[config.mk]
export PLATFORM = sky130hd
export DESIGN_NAME = reciprocal_nr_unit
export DESIGN_NICKNAME = d
export VERILOG_FILES = /design/src/rtl/recip_pkg.sv /design/src/rtl/recip_seed_lut.sv /design/src/rtl/reciprocal_nr_unit.sv
export SDC_FILE = /design/constraint.sdc
export NUM_CORES = 1
export LEC_CHECK = 0
export ABC_AREA = 1
export CAP_MARGIN = 20
export CELL_PAD_IN_SITES_DETAIL_PLACEMENT = 0
export CELL_PAD_IN_SITES_GLOBAL_PLACEMENT = 1
export CORE_MARGIN = 8
export CORE_UTILIZATION = 30
export CTS_CLUSTER_DIAMETER = 120
export DETAILED_ROUTE_END_ITERATION = 10
export GPL_ROUTABILITY_DRIVEN = 0
export PLACE_DENSITY_LB_ADDON = 0.1
export SLEW_MARGIN = 20
export SYNTH_ARGS = -nofsm -noshare
export SYNTH_HDL_FRONTEND = slang
export SYNTH_SLANG_ARGS = --single-unit
[constraint.sdc]
create_clock -name clk -period 8.4 [get_ports clk]
set_input_delay 1.68 -clock clk [delete_from_list [all_inputs] [get_ports clk]]
set_output_delay 1.68 -clock clk [all_outputs]
set_load 0.005 [all_outputs]
[src/rtl/recip_pkg.sv]
// rtl/recip_pkg.sv - shared types, defaults and seed-table math for the reciprocal unit
package recip_pkg;

  typedef enum logic [2:0] {IDLE, SEED, MUL1, MUL2, DONE} state_t;

  localparam int DEFAULT_GUARD = 4;

  // round(2^frac / (1 + (i+0.5)/2^lut_bits)) done in integers: N=2^(frac+L+1), D=2^(L+1)+2i+1
  function automatic logic [31:0] seed_entry(input int i, input int lut_bits, input int frac);
    logic [63:0] num2;
    logic [63:0] den;
    num2 = 64'd1 << (frac + lut_bits + 2);
    den  = (64'd1 << (lut_bits + 1)) + 64'(2 * i + 1);
    seed_entry = 32'((num2 + den) / (64'd2 * den));
  endfunction

endpackage

[src/rtl/recip_seed_lut.sv]
// rtl/recip_seed_lut.sv - combinational seed table, entry i = 1/(1+(i+0.5)/2^LUT_BITS) in Q2.F
module recip_seed_lut
  import recip_pkg::*;
#(
  parameter int LUT_BITS = 4,
  parameter int F        = 19
) (
  input  logic [LUT_BITS-1:0] idx_i,
  output logic [F+1:0]        y0_o
);

  logic [F+1:0] table_w [2**LUT_BITS];

  for (genvar g = 0; g < 2**LUT_BITS; g++) begin : g_tbl
    assign table_w[g] = (F+2)'(seed_entry(g, LUT_BITS, F));
  end

  assign y0_o = table_w[idx_i];

endmodule

[src/rtl/reciprocal_nr_unit.sv]
// rtl/reciprocal_nr_unit.sv - iterative Newton-Raphson reciprocal, U1.(WIDTH-1) in and out
// RECIP_NORM_CHK_EN: adds err port and flags unnormalized operands instead of forcing the MSB.
module reciprocal_nr_unit
  import recip_pkg::*;
#(
  parameter int WIDTH    = 16,
  parameter int LUT_BITS = 4,
  parameter int ITER     = 2,
  parameter int GUARD    = DEFAULT_GUARD
) (
  input  logic             clk,
  input  logic             reset,
  input  logic             in_valid,
  output logic             in_ready,
  input  logic [WIDTH-1:0] in_x,
  output logic             out_valid,
  input  logic             out_ready,
  output logic [WIDTH-1:0] out_y,
  output logic             busy
`ifdef RECIP_NORM_CHK_EN
  ,
  output logic             err
`endif
);

  localparam int F  = WIDTH - 1 + GUARD;
  localparam int QW = F + 2;
  localparam logic [QW-1:0]    TWO_Q  = QW'(2) << F;
  localparam logic [QW-1:0]    ONE_Q  = QW'(1) << F;
  localparam logic [QW-1:0]    HALF_Q = QW'(1) << (GUARD - 1);
  localparam logic [2:0]       ITER_L = 3'(ITER);
  localparam logic [WIDTH-1:0] SAT_Y  = WIDTH'(1) << (WIDTH - 1);

  state_t           state_q;
  logic [QW-1:0]    x_q, y_q, t_q;
  logic [2:0]       iter_q, iter_d;
  logic             in_ready_q, out_valid_q, busy_q;
  logic [WIDTH-1:0] out_y_q;
  logic [WIDTH-1:0] x_norm;
  logic             bad_op;

`ifdef RECIP_NORM_CHK_EN
  logic bad_q, err_q;
  assign x_norm = in_x;
  assign bad_op = bad_q;
  assign err    = err_q;
`else
  assign x_norm = in_x | SAT_Y;
  assign bad_op = 1'b0;
`endif

  logic [QW-1:0] seed_y0;

  recip_seed_lut #(
    .LUT_BITS(LUT_BITS),
    .F       (F)
  ) u_seed (
    .idx_i(x_q[F-1 -: LUT_BITS]),
    .y0_o (seed_y0)
  );

  // Single shared multiplier: x*y in MUL1, y*(2-t) in MUL2
  logic [QW-1:0]   mul_a, mul_b, prod_q2f;
  logic [2*QW-1:0] full_prod;

  always_comb begin
    mul_a = x_q;
    mul_b = y_q;
    if (state_q == MUL2) begin
      mul_a = y_q;
      mul_b = TWO_Q - t_q;
    end
  end

  assign full_prod = mul_a * mul_b;
  assign prod_q2f  = QW'(full_prod >> F);
  assign iter_d    = iter_q + 3'd1;

  // Round to nearest so exact reciprocals (1/1.0) survive the downward truncation bias
  logic [QW-1:0]    y_rnd;
  logic [WIDTH-1:0] y_final;

  assign y_rnd   = y_q + HALF_Q;
  assign y_final = (y_rnd >= ONE_Q) ? SAT_Y : WIDTH'(y_rnd >> GUARD);

  always_ff @(posedge clk) begin
    if (reset) begin
      state_q     <= IDLE;
      x_q         <= '0;
      y_q         <= '0;
      t_q         <= '0;
      iter_q      <= '0;
      in_ready_q  <= 1'b1;
      out_valid_q <= 1'b0;
      out_y_q     <= '0;
      busy_q      <= 1'b0;
`ifdef RECIP_NORM_CHK_EN
      bad_q       <= 1'b0;
      err_q       <= 1'b0;
`endif
    end else begin
      case (state_q)
        IDLE: begin
          if (in_valid && in_ready_q) begin
            x_q        <= QW'({x_norm, {GUARD{1'b0}}});
            state_q    <= SEED;
            in_ready_q <= 1'b0;
            busy_q     <= 1'b1;
`ifdef RECIP_NORM_CHK_EN
            bad_q      <= ~in_x[WIDTH-1];
`endif
          end
        end
        SEED: begin
          y_q     <= seed_y0;
          iter_q  <= '0;
          state_q <= bad_op ? DONE : MUL1;
        end
        MUL1: begin
          t_q     <= prod_q2f;
          state_q <= MUL2;
        end
        MUL2: begin
          y_q     <= prod_q2f;
          iter_q  <= iter_d;
          state_q <= (iter_d < ITER_L) ? MUL1 : DONE;
        end
        DONE: begin
          // First DONE cycle registers the result; the handshake is taken from the next cycle on
          if (!out_valid_q) begin
            out_valid_q <= 1'b1;
            out_y_q     <= bad_op ? '1 : y_final;
`ifdef RECIP_NORM_CHK_EN
            err_q       <= bad_q;
`endif
          end else if (out_ready) begin
            out_valid_q <= 1'b0;
            state_q     <= IDLE;
            in_ready_q  <= 1'b1;
            busy_q      <= 1'b0;
`ifdef RECIP_NORM_CHK_EN
            err_q       <= 1'b0;
`endif
          end
        end
        default: begin
          state_q    <= IDLE;
          in_ready_q <= 1'b1;
          busy_q     <= 1'b0;
        end
      endcase
    end
  end

  assign in_ready  = in_ready_q;
  assign out_valid = out_valid_q;
  assign out_y     = out_y_q;
  assign busy      = busy_q;

endmodule

==> run_results.csv, run 1 <==
group,metric,value,unit
worst_setup_path,critPathSlowestCell,"o21ai_1",
timing,setup_viol_count_final,0,
power,leakagePower,0.01078,uW
logic_synthesis,synth-seq-area-share,8.654,%
timing,fin_crit,7.922,ns
floorplanning,dieArea,72350,sq um
logic_synthesis,ys_types,52,
logic_synthesis,synth_top_family_by_area,"adder cells",
logic_synthesis,synth-edff-count,0,
timing,tns,0,ns
run,drv_cap,0,
logic_synthesis,ys_seq_elements,83,
layout,nets,3159,
floorplanning,fp-row-count,92,
timing,worst_slew_pin_slew,0.9429,ns
power,seqPwrFrac,14.5,%
logic_synthesis,synthFlopType,"dfxtp_1",
logic_synthesis,synthMuxAreaShare,0,%
clocking,holdBufCountCts,0,
logic_synthesis,synth-xor-area-share,1.271,%
timing,post-route-period-util,94.32,%
logic_synthesis,synthSimpleGateAreaFrac,21.17,%
logic_synthesis,synth_warnings,0,
global_route,grt_max_degree,56,
floorplanning,die_x,269.0,microns
clocking,clock_path_buffers,2,
hold_path,min_path_cells,2,
timing,maxSlewHeadroom,36.72,%
logic_synthesis,syn-cell-area,19200,sq um
clocking,h-tree-depth,3,
global_route,grt.met2_usage,34.69,%
power,power_switching_share,54.96,%
floorplanning,core_area,63200,sq um
worst_setup_path,end_kind,"flop",
global_route,grt_usage,20.26,%
worst_setup_path,ff2ff_path_depth,31,
floorplanning,die_y,269.0,microns
detailed_routing,vias,16392,
clocking,numCtsBuffers,9,
logic_synthesis,synth_cells,2554,
global_route,antenna_found_initial,0,
detailed_routing,wl,71.71,mm
logic_synthesis,syn-num-nets,3078,
global_route,grt-ovfl-total,0,
detailed_routing,ant_nets,0,
worst_setup_path,slowest_delay,0.74,ns
timing,final_hold_viol_count,0,
clocking,ctsRootBufferMaster,"clkbuf_16",
detailed_routing,drc,0,
worst_setup_path,worstPathMaxFanout,23,
detailed_routing,wire_per_inst,20.58,microns
power,p_clk_share,12.4,%
layout,drive_gt1_share,8.605,%
clocking,clk_latency,0.35,ns
logic_synthesis,synth_compound_area_share,8.250,%
timing,finClkSkew,0.01157,ns
timing,rsz0062_at_grt,"no",
detailed_routing,drtIter0Drc,1034,
placed_design,placed_cell_area,21150,sq um
timing,drv_slew,0,
power,intPower,1607,uW
power,ir_drop,0.08781,mV
placed_design,dp_hpwl,60.84,mm
placed_design,portBuffers,37,
clocking,cts_tree,"built",
detailed_routing,firstDrtPassIters,5,
logic_synthesis,syn-mean-instance-area,7.517,sq um
hold_path,hold_path.class,"flop to flop",
floorplanning,num_io_pins,39,
global_route,grt.busiest_layer,"met2",
power,pwr-share-comb,73.1,%
worst_setup_path,worst-setup-path-type,"flop to flop",
global_route,grt_pass1_vias,17254,
global_route,use_met1,27.87,%
global_route,globalRouteMet3Util,1.039,%
layout,area_growth,11.99,%
layout,final_cell_area,21500,sq um
global_route,grt_pass1_wl,109.2,mm
detailed_routing,via_per_inst,4.705,
timing,max_clock_freq,126.2,MHz
clocking,cts.sink_count,83,
power,powerDensity,165.9,nW/um^2
worst_setup_path,path_common_cell,"fa_1",
worst_setup_path,required,8.69,ns
clocking,clk_pin_slew,0.06,ns
floorplanning,start_util,30.38,%
layout,antennaDiodeCount,0,
worst_setup_path,cp-start-kind,"flop",
logic_synthesis,synthAdderAreaFrac,46.76,%
worst_setup_path,cp.arrival,8.22,ns
power,p_sw,1961,uW
run_status,outcome,"finished, final reports clean",
logic_synthesis,synthArstFlopShare,0,%
## cell type report
| class | instances | area [sq um] |
|---|---|---|
| Clock inverter | 2 | 60.06 |
| Clock buffer | 12 | 256.5 |
| Timing Repair Buffer | 153 | 1269 |
| Fill cell | 6870 | 41690 |
| Inverter | 611 | 2297 |
| Multi-Input combinational cell | 1777 | 14900 |
| Tap cell | 846 | 1059 |
| Sequential cell | 83 | 1662 |
## synthesized netlist by cell type (all sizes together) (3+ instances only)
| cell | number | area, sq um |
|---|---|---|
| a21boi | 3 | 22.52 |
| or2 | 5 | 31.28 |
| nand2 | 527 | 2087 |
| dfxtp | 83 | 1662 |
| nand3b | 6 | 45.04 |
| nor3 | 19 | 100.1 |
| clkbuf | 58 | 219.0 |
| o211ai | 13 | 97.59 |
| nand4 | 13 | 81.33 |
| xor2 | 22 | 200.2 |
| inv | 600 | 2255 |
| a21o | 11 | 82.58 |
| a31oi | 16 | 100.1 |
| clkinv | 11 | 42.54 |
| nand3 | 81 | 420.4 |
| ha | 148 | 1852 |
| fa | 356 | 7127 |
| nor2 | 311 | 1267 |
| xnor2 | 5 | 43.79 |
| o21bai | 7 | 52.55 |
| nor4 | 3 | 18.77 |
| buf | 25 | 151.4 |
| o21ai | 96 | 533.0 |
| a21oi | 122 | 610.6 |
## per-layer routing
| metal | vias up | share of wire [%] |
|---|---|---|
| met4 | 0 | 2.4 |
| li1 | 7772 | - |
| met1 | 8245 | 47 |
| met2 | 319 | 48 |
| met5 | - | 0 |
| met3 | 56 | 2.9 |
## critical path, delay by kind of cell, from the launching register on
| family | cells | cell delay, ns |
|---|---|---|
| simple gates | 8 | 1.16 |
| flops | 1 | 0.39 |
| compound gates | 6 | 1.48 |
| buf+inv | 9 | 0.92 |
| fa+ha+maj | 8 | 3.89 |
## placed cells by master, fill, tap and decap left out, types with 15 or more instances in the layout
cell,synthesis,final
a21oi_1,122,121
a31oi_1,16,16
buf_4,1,113
clkdlybuf4s50_1,0,36
dfxtp_1,83,83
fa_1,356,356
ha_1,148,147
inv_1,586,585
inv_2,13,15
nand2_1,499,499
nand2_2,22,22
nand3_1,78,78
nor2_1,285,284
nor2_2,19,19
nor3_1,18,18
o21ai_0,71,66
o21ai_1,15,18
xor2_1,21,21
## power by group through the flow
stage	combinational (uW)	sequential (uW)	clock [uW]
5_1_grt	2900	523	464
2_1_floorplan	1510	492	0
6_report	2610	517	442
4_1_cts	2650	516	451
3_5_place_dp	2620	525	0
3_3_place_gp	2630	524	0
## kinds of logic (layout without fill, tap and decap cells)
family,count (synthesis),after routing
compound gates,279,279
xor+xnor,27,27
fa+ha+maj,504,504
buf+inv,694,778
flops,83,83
simple gates,967,967
## stage by stage
step                      hold WS, ns  instances  worst slack, ns  total power (uW)  utilization, %
after CTS                      0.4685       3483           0.1517              3616           33.96
after floorplan                0.4297       2554            1.478              1998               -
after detailed placement       0.4588       3469           0.1862              3149           33.46
after global routing           0.4829       3484         0.002386              3888           34.02
final                          0.4671       3484           0.4775              3568           34.02
after global placement         0.4521       3469           0.1723              3157           33.46
## final timing paths
path / startpoint / to / slack [ns]
setup reg to reg: state_q[0] / t_q[18] / 0.48
setup / recovery: state_q[0] / t_q[18] / 0.48
hold / removal: out_y[10] / out_y[10] / 0.47
hold reg to reg: out_y[10] / out_y[10] / 0.47
## flip-flops by register name, summed over array words and instances, names as in the netlist
register / flops
t_q: 21
y_q: 21
out_y: 16
x_q: 16
iter_q: 3
state_q: 3
busy: 1
in_ready: 1
out_valid: 1
## timing repair
action                                  4_1_cts  5_1_grt
setup buffers                                 0        1
endpoints found under the setup margin        0       40
resized for setup                             0        9
No activity file was read; power rests on OpenSTA's default activity.
==> inputs of run 2 (changes only) <==
--- a/config.mk
+++ b/config.mk
@@ -5,7 +5,6 @@
 export SDC_FILE = /design/constraint.sdc
 export NUM_CORES = 1
 export LEC_CHECK = 0
-export ABC_AREA = 1
 export CAP_MARGIN = 20
 export CELL_PAD_IN_SITES_DETAIL_PLACEMENT = 0
 export CELL_PAD_IN_SITES_GLOBAL_PLACEMENT = 1
==> run_results.csv, run 2 <==
group,metric,value,unit
clocking,clk_pin_slew,0.07,ns
layout,reg_top3,"t_q (21), y_q (21)",
global_route,grt_pass1_vias,16063,
layout,nets,2910,
placed_design,dp_cells,3150,
timing,setup_ws,0.2696,ns
placed_design,portBuffers,37,
clocking,h-tree-depth,3,
run_status,outcome,"finished, final reports clean",
clocking,clock_path_buffers,2,
logic_synthesis,synth.top_cell.area_share,38.80,%
detailed_routing,drtIter0Drc,972,
logic_synthesis,yosysMostFrequentCell,"inv_1",
placed_design,placed_cell_area,20810,sq um
power,powerDensity,87.81,nW/um^2
clocking,cts_tree,"built",
timing,drv_slew,0,
run,drv_cap,0,
global_route,grt_max_degree,50,
floorplanning,die_x,263.4,microns
clocking,cts.sink_count,83,
logic_synthesis,syn-cell-area,18370,sq um
floorplanning,dieArea,69400,sq um
detailed_routing,firstDrtPassIters,5,
global_route,grt_pass1_wl,102.4,mm
layout,final_cells,3173,
worst_setup_path,worstPathMaxFanout,7,
layout,final_common_cell,"inv_1",
timing,finClkSkew,0.01280,ns
worst_setup_path,required,8.61,ns
floorplanning,core_area,60470,sq um
worst_setup_path,cp.arrival,8.34,ns
global_route,grt-ovfl-total,0,
logic_synthesis,synth-seq-area-share,9.046,%
hold_path,min_path_cells,2,
global_route,grt_usage,19.52,%
placed_design,dp_slack,-0.06756,ns
logic_synthesis,syn-num-nets,2776,
logic_synthesis,synthFlopType,"dfxtp_1",
hold_path,hold_path.class,"flop to flop",
logic_synthesis,synth_cells,2252,
logic_synthesis,ys_types,69,
detailed_routing,wire_per_inst,21.16,microns
timing,setup_viol_count_final,0,
worst_setup_path,ff2ff_path_depth,31,
detailed_routing,ant_nets,0,
floorplanning,die_y,263.4,microns
timing,fin_crit,8.130,ns
detailed_routing,via_per_inst,4.776,
timing,post-route-period-util,96.79,%
worst_setup_path,worst-setup-path-type,"flop to flop",
layout,fillers,6452,
floorplanning,fp-row-count,90,
placed_design,dp_hpwl,56.55,mm
timing,worst_slew_pin_slew,0.9631,ns
worst_setup_path,reg2reg_slack,0.27,ns
logic_synthesis,synth_warnings,0,
worst_setup_path,slowest_delay,0.60,ns
logic_synthesis,synth-edff-count,0,
power,ir_drop,0.1068,mV
layout,antennaDiodeCount,0,
worst_setup_path,timing.rr.start,"t_q[9]",
clocking,numCtsBuffers,9,
logic_synthesis,synth_area_leaders,"fa_1 39%, ha_1 10%, dfxtp_1 9.0%, inv_1 8.7%, nand2_1 8.1%",
worst_setup_path,path_common_cell,"fa_1",
layout,multi_input_area,14940,sq um
detailed_routing,wl,67.14,mm
logic_synthesis,synth_largest_area_cell,"fa_1",
logic_synthesis,ys_seq_elements,83,
worst_setup_path,end_kind,"flop",
timing,final_hold_viol_count,0,
global_route,antenna_found_initial,2,
worst_setup_path,r2r-end,"t_q[14]",
floorplanning,num_io_pins,39,
timing,max_clock_freq,123.0,MHz
timing,maxSlewHeadroom,34.13,%
logic_synthesis,syn-mean-instance-area,8.157,sq um
worst_setup_path,critPathSlowestCell,"fa_1",
detailed_routing,vias,15154,
clocking,clk_latency,0.35,ns
timing,tns,0,ns
layout,regArea,1663,sq um
layout,drive_gt1_share,11.50,%
hold_path,worstHoldStart,"out_y[0]",
power,leakagePower,0.01053,uW
clocking,ctsRootBufferMaster,"clkbuf_16",
hold_path,worstHoldEndpoint,"out_y[0]",
logic_synthesis,synthArstFlopShare,0,%
layout,area_growth,16.79,%
layout,final_cell_area,21450,sq um
logic_synthesis,synthTopCellsByCount,"427 x inv_1, 398 x nand2_1, 356 x fa_1, 233 x nor2_1, 148 x ha_1",
worst_setup_path,cp-start-kind,"flop",
layout,most-common-layout-cells,"427 x inv_1, 395 x nand2_1, 356 x fa_1",
floorplanning,start_util,30.38,%
detailed_routing,drc,0,
-- run 2: how the worst max path moves through the flow --
stage	start	to	slack [ns]	cells after the start
floorplan	t_q[2]	y_q[11]	0.33	30
finish	t_q[9]	t_q[14]	0.27	31
global placement	t_q[3]	t_q[14]	-0.09	32
CTS	t_q[9]	y_q[11]	0.0009	29
global route	t_q[9]	y_q[14]	-0.009	31
detailed placement	t_q[3]	y_q[11]	-0.07	31
-- run 2: power by group --
part	leakage, uW	switching (uW)	internal [uW]
combinational	0.00969	608	370
sequential	0.000675	37.8	414
clock	0.000164	181	273
-- run 2: metal layers --
layer / share of wire, % / track usage (%)
met5: 0 / 0
met4: 1.9 / 3.393
met3: 3.8 / 2.023
met2: 48 / 32.91
met1: 47 / 27.17
-- run 2: final cells by class --
class,count,share of cell area [%]
clock buffers,10,1.114
clock inverters,6,0.4433
inverters,428,7.489
multi-input cells,1637,69.64
flip-flops and latches,83,7.751
well taps,782,4.561
repair buffers,227,8.999
-- run 2: logic make-up (layout without fill, tap and decap cells) --
kind of cell	after synthesis	in the layout	synth area share [%]
AND/OR/NAND/NOR	800	800	18.49
buffers and inverters	532	671	10.92
adder cells (fa/ha/maj)	504	504	48.88
AO/OA/AOI/OAI	255	255	8.753
flip-flops	83	83	9.046
XOR/XNOR	61	61	2.909
multiplexers	17	17	1.008
-- run 2: worst max-delay path: cells and delay by family, from the launching register on --
family | cells | cell delay [ns]
fa+ha+maj | 8 | 3.76
xor+xnor | 2 | 0.41
simple gates | 7 | 1.68
compound gates | 8 | 1.06
buf+inv | 6 | 0.74
flops | 1 | 0.32
-- run 2: repair_timing --
| item | in CTS | in global routing |
|---|---|---|
| hold endpoints to repair | 0 | 0 |
| endpoints found under the setup margin | 7 | 33 |
| setup buffers | 3 | 3 |
| pin swaps | 1 | 13 |
| hold buffers | 0 | 0 |
| gates resized for setup | 5 | 58 |
| cloned | 0 | 0 |
-- run 2: per-stage QoR --
| step | hold slack (ns) | total power [uW] | util (%) |
|---|---|---|---|
| after global routing | 0.4833 | 2005 | 35.48 |
| after global placement | 0.4432 | 1394 | 34.41 |
| after floorplan | 0.4356 | 964.2 | - |
| final | 0.4528 | 1884 | 35.48 |
| after CTS | 0.4565 | 1869 | 35.03 |
| after detailed placement | 0.4472 | 1396 | 34.41 |
